### src/rtl/hex_scan_ctrl.sv
// rtl/hex_scan_ctrl.sv - multiplexed hex display scanner with tear-free double-buffered load
module hex_scan_ctrl #(
    parameter int NUM_DIGITS   = 4,
    parameter int SHOW_CYCLES  = 50000,
    parameter int BLANK_CYCLES = 16
) (
    input  logic                    clk,
    input  logic                    rst,
    input  logic                    load_valid,
    output logic                    load_ready,
    input  logic [4*NUM_DIGITS-1:0] load_data,
    input  logic [NUM_DIGITS-1:0]   load_dp,
    input  logic                    blank_lz,
    output logic [3:0]              dec_nibble,
    input  logic [6:0]              dec_display,
    output logic [NUM_DIGITS-1:0]   digit_sel,
    output logic [6:0]              seg_out,
    output logic                    dp_out
);

    localparam int MAXC = (SHOW_CYCLES > BLANK_CYCLES) ? SHOW_CYCLES : BLANK_CYCLES;
    localparam int CW   = $clog2(MAXC) + 1;
    localparam int IW   = $clog2(NUM_DIGITS);

    localparam logic [CW-1:0] SHOW_LAST  = CW'(SHOW_CYCLES - 1);
    localparam logic [CW-1:0] BLANK_LAST = CW'(BLANK_CYCLES - 1);
    localparam logic [IW-1:0] IDX_LAST   = IW'(NUM_DIGITS - 1);

    typedef enum logic {ST_BLANK, ST_SHOW} state_t;

    state_t                  state_q, state_d;
    logic [CW-1:0]           cnt_q, cnt_d;
    logic [IW-1:0]           idx_q, idx_d;
    logic [4*NUM_DIGITS-1:0] act_data_q, act_data_d;
    logic [NUM_DIGITS-1:0]   act_dp_q, act_dp_d;
    logic [4*NUM_DIGITS-1:0] pend_data_q, pend_data_d;
    logic [NUM_DIGITS-1:0]   pend_dp_q, pend_dp_d;
    logic                    pend_valid_q, pend_valid_d;
    logic [NUM_DIGITS-1:0]   digit_sel_q, digit_sel_d;
    logic [6:0]              seg_q, seg_d;
    logic                    dp_q, dp_d;

    logic                    frame_boundary;
    logic [NUM_DIGITS-1:0]   lz_mask;
    logic [3:0]              cur_nib;
    logic                    cur_dp;
    logic                    blanked;

    assign load_ready     = !pend_valid_q && !rst;
    assign frame_boundary = (state_q == ST_BLANK) && (idx_q == '0) && (cnt_q == '0);
    assign dec_nibble     = cur_nib;
    assign digit_sel      = digit_sel_q;
    assign seg_out        = seg_q;
    assign dp_out         = dp_q;

    // lz_mask[i]: digits i..top carry neither a nonzero nibble nor a decimal point
    always_comb begin
        logic run;
        run     = 1'b1;
        lz_mask = '0;
        cur_nib = 4'h0;
        cur_dp  = 1'b0;
        for (int i = NUM_DIGITS - 1; i >= 0; i--) begin
            run        = run && (act_data_q[4*i +: 4] == 4'h0) && !act_dp_q[i];
            lz_mask[i] = run;
            if (idx_q == IW'(i)) begin
                cur_nib = act_data_q[4*i +: 4];
                cur_dp  = act_dp_q[i];
            end
        end
    end

    assign blanked = blank_lz && (idx_q != '0) && lz_mask[idx_q];

    always_comb begin
        act_data_d   = act_data_q;
        act_dp_d     = act_dp_q;
        pend_data_d  = pend_data_q;
        pend_dp_d    = pend_dp_q;
        pend_valid_d = pend_valid_q;
        if (frame_boundary && pend_valid_q) begin
            act_data_d   = pend_data_q;
            act_dp_d     = pend_dp_q;
            pend_valid_d = 1'b0;
        end else if (load_valid && load_ready) begin
            pend_data_d  = load_data;
            pend_dp_d    = load_dp;
            pend_valid_d = 1'b1;
        end
    end

    always_comb begin
        state_d = state_q;
        cnt_d   = cnt_q + 1'b1;
        idx_d   = idx_q;
        case (state_q)
            ST_BLANK: begin
                if (cnt_q == BLANK_LAST) begin
                    state_d = ST_SHOW;
                    cnt_d   = '0;
                end
            end
            default: begin
                if (cnt_q == SHOW_LAST) begin
                    state_d = ST_BLANK;
                    cnt_d   = '0;
                    idx_d   = (idx_q == IDX_LAST) ? '0 : idx_q + 1'b1;
                end
            end
        endcase
    end

    // Outputs are registered from the next state; idx never changes on entry to SHOW,
    // so the decoder result returned this cycle belongs to the digit about to light.
    always_comb begin
        digit_sel_d = '1;
        seg_d       = 7'h7F;
        dp_d        = 1'b1;
        if (state_d == ST_SHOW && !blanked) begin
            digit_sel_d = ~(NUM_DIGITS'(1) << idx_q);
            seg_d       = dec_display;
            dp_d        = !cur_dp;
        end
    end

    always_ff @(posedge clk) begin
        if (rst) begin
            state_q      <= ST_BLANK;
            cnt_q        <= '0;
            idx_q        <= '0;
            act_data_q   <= '0;
            act_dp_q     <= '0;
            pend_data_q  <= '0;
            pend_dp_q    <= '0;
            pend_valid_q <= 1'b0;
            digit_sel_q  <= '1;
            seg_q        <= 7'h7F;
            dp_q         <= 1'b1;
        end else begin
            state_q      <= state_d;
            cnt_q        <= cnt_d;
            idx_q        <= idx_d;
            act_data_q   <= act_data_d;
            act_dp_q     <= act_dp_d;
            pend_data_q  <= pend_data_d;
            pend_dp_q    <= pend_dp_d;
            pend_valid_q <= pend_valid_d;
            digit_sel_q  <= digit_sel_d;
            seg_q        <= seg_d;
            dp_q         <= dp_d;
        end
    end

endmodule
### config.mk
export PLATFORM = sky130hd
export DESIGN_NAME = hex_scan_ctrl
export DESIGN_NICKNAME = d
export VERILOG_FILES = /design/src/rtl/hex_scan_ctrl.sv
export SDC_FILE = /design/constraint.sdc
export NUM_CORES = 1
export LEC_CHECK = 0
export CAP_MARGIN = 0
export CORE_ASPECT_RATIO = 1.1
export CORE_UTILIZATION = 57
export DETAILED_ROUTE_END_ITERATION = 7
export GPL_TIMING_DRIVEN = 0
export PLACE_DENSITY = 0.84
export SETUP_SLACK_MARGIN = 0.15
export SYNTH_ARGS = -nofsm -noshare
export SYNTH_HDL_FRONTEND = slang
export SYNTH_SLANG_ARGS = --single-unit
### constraint.sdc
create_clock -name clk -period 4.3 [get_ports clk]
set_input_delay 0.86 -clock clk [delete_from_list [all_inputs] [get_ports clk]]
set_output_delay 0.86 -clock clk [all_outputs]
set_load 0.02 [all_outputs]
==> results.ini <==
[cells_and_area]
fin_nets = 434
num_antenna_cells = 0
drive_gt1_share_pct = 8.21
fin_cells = 474
design_area_mm2 = 0.00383
syn2layout_area_growth_pct = 24.8
multiInputGateArea_mm2 = 0.00149
fillers = 364
seqCellArea_mm2 = 0.00146

[floorplan]
start_util_pct = 60.1
core_mm2 = 0.00510
num_rows = 27
fp.dieH_um = 78.9
dieArea_mm2 = 0.00568
die_w_um = 72.0
ioPinCount = 48

[clocking]
cts_tree = built
cts_inserted_buffers = 9
post-cts-setup-buffer-count = 0
clock-root-buffer = clkbuf_8
cts-htree-levels = 3
clkTransAtPathRegs_ps = 70
clock_sinks = 73
cts_resized = 0
clock_path_buffers = 2
holdBufCountCts = 0
clock_latency_ps = 340

[sta]
setup_viol = 0
fin_crit_sh_pct = 79.8
finalSetupTns_ps = 0
relSlewSlack_pct = 64.7
skew_ps = 4.00
drv_slew = 0
max_freq_mhz = 292
rsz0062_at_grt = no
fin_crit_ps = 3430
final_hold_viol_count = 0
worst_pin_slew_ps = 523

[pwr]
cellLeakagePower_nw = 1.37
pwr-share-comb_pct = 8.0
power_frac_clock_pct = 40.8
p_sw_share_pct = 22.5
p_per_area_mw_per_mm2 = 364
seqPwrFrac_pct = 51.3
peakVddDrop_mv = 0.230
p_switching_mw = 0.313
internal_power_mw = 1.08

[worst_setup_path]
reg2reg_slack_ps = 2130
worstPathMaxFanout = 10
slowest_stage = clkdlybuf4s50_1
reg2reg_to = dp_out
critPathMaxStageDelay_ps = 640
worstPathRequired_ps = 3440
path_depth = 8
end_kind = output port
critPathTopFamily = buffers and inverters
critPathBufInv = 3
critPathLaunchType = register
crit_chain = inv_1, ha_1, clkbuf_1, nand3b_1, a21oi_1, a21oi_1, o21ai_0, clkdlybuf4s50_1
critPathKind = reg2out
timing.critical_path.mode_cell = a21oi_1
r2r-start = idx_q[0]
reg2reg_depth = 7
worstPathArrival_ps = 2570

[global_route]
grt_max_degree = 13
globalRouteOverflowTotal = 0
grt_pass1_wl_mm = 10.8
grt_pass1_vias = 2428
antenna_found_initial = 0
grt_use_total_pct = 24.8

[logic_synthesis]
synthCells = 340
yosysWarnings = 0
synth_nets = 377
synth_edf_count = 0
synth_seq_cells = 73
synthXorXnorAreaFrac_pct = 4.28
synth-compound-area-share_pct = 9.58
syn-mean-instance-area_um2 = 9.02
synthFlopType = dfxtp_1
ys_seq_area_share_pct = 47.6
netlist_area_mm2 = 0.00307
synth_mux_area_share_pct = 6.53
synth-adder-area-share_pct = 2.45
synthSimpleGateAreaFrac_pct = 25.6
async_flop_share_pct = 0
synthDistinctLibCells = 41
synth_top_family_by_area = simple AND/OR/NAND/NOR gates

[routing]
avgViaCountPerCell = 5.20
drt-total-wl_mm = 6.24
postRouteAntennaNets = 0
vias = 2465
drcViolationCount = 0
dr.pass1.iters = 6
post_drt_wl_per_cell_um = 13.2
drt_iter0_drc = 112

[run_status]
status = completed

[min_path]
whs_path_depth = 2
min_to = pend_data_q[0]
hp-start = pend_data_q[0]
hp-class = reg2reg

[placed_design]
port_buffers = 46
place_hpwl_mm = 4.53
gp_congestion = 0.873
post_dp_cell_area_mm2 = 0.00362
dp_cells = 458

[job]
cap_violations = 0

## power by group through the flow
stage	clock network (mW)	registers, mW	logic (mW)
global route	0.603	0.716	0.124
global placement	0	0.728	0.107
CTS	0.579	0.713	0.112
finish	0.568	0.714	0.111
detailed placement	0	0.729	0.111
floorplan	0	0.724	0.0655
## registers in the layout (all words and copies together) (netlist names)
register and flops:
idx_q 2, digit_sel 4, pend_data_q 16, pend_valid_q 1
dp_out 1, act_dp_q 4, state_q 1, cnt_q 17
act_data_q 16, seg_out 7, pend_dp_q 4
## placed cells by master, fill, tap and decap left out, types with 3 or more instances in the layout
master            n
ha_1              6
o211ai_1          3
clkinv_2          3
mux2i_1          20
o21ai_0          25
buf_6             3
or2_1             6
clkbuf_1         15
nand3_1           4
nand4_1           4
xor2_1            6
xnor2_1           9
a21oi_1          14
nand2b_1         20
inv_1             8
nand3b_1          5
dfxtp_1          73
nor2_1           48
clkbuf_8          9
nand2_1          35
nor3_1            7
clkdlybuf4s50_1  46
## stage by stage
stage / utilization [%] / setup slack (ps) / total power, mW / hold WS, ps
after global routing: 75.1 / 673 / 1.44 / 502
after CTS: 75.1 / 886 / 1.40 / 477
final: 75.1 / 869 / 1.39 / 480
after global placement: 70.9 / 1270 / 0.835 / 456
after floorplan: - / 1780 / 0.789 / 441
after detailed placement: 70.9 / 1260 / 0.840 / 466
## layer usage
layer  track usage (%)  vias up  share of wire [%]
li1                  -     1251                  -
met1              30.8     1133                 44
met2              40.1       61                 48
met3              4.57       20                4.3
met4              14.5        0                2.8
met5                 0        -                  0
## layout make-up
cell class	count	area share, %
clock inverter	6	2.16
timing repair buffer	46	12.0
sequential	73	38.2
tap	72	2.35
clock buffer	10	3.33
multi-input combinational	241	38.8
inverter	8	0.784
buffer	18	2.39
## synthesized netlist by cell type, types with 6 or more instances
cell      instances  area share, %
a21oi_1          14            2.3
clkbuf_1         14            1.7
dfxtp_1          73             48
ha_1              6            2.4
inv_1             8           0.98
mux2i_1          20            6.5
nand2_1          35            4.3
nand2b_1         20            4.1
nor2_1           48            5.9
nor3_1            7            1.1
o21ai_0          25            4.1
or2_1             6            1.2
xnor2_1           9            2.6
xor2_1            6            1.7
## worst max path at each step
| stage | to | slack [ps] | startpoint |
|---|---|---|---|
| global route | dec_nibble[2] | 670 | idx_q[0] |
| global placement | dec_nibble[0] | 1270 | idx_q[0] |
| floorplan | dec_nibble[0] | 1780 | idx_q[0] |
| detailed placement | dec_nibble[0] | 1260 | idx_q[0] |
| CTS | dec_nibble[0] | 890 | idx_q[0] |
| finish | dec_nibble[0] | 870 | idx_q[0] |
## kinds of logic (layout without fill, tap and decap cells)
kind of cell,Yosys count,count (layout)
buffers and inverters,26,88
xor gates and xnor gates,15,15
adders and majority gates,6,6
DFF,73,73
AOI/OAI and AO/OA,49,49
muxes,20,20
and+or+nand+nor,151,151
## worst min-delay path, stage by stage, from the launching register on
cell and delay [ps]:
dfxtp_1 310, nand2b_1 60, o21ai_0 60
Note: power is estimated with default switching activity, not from simulation.
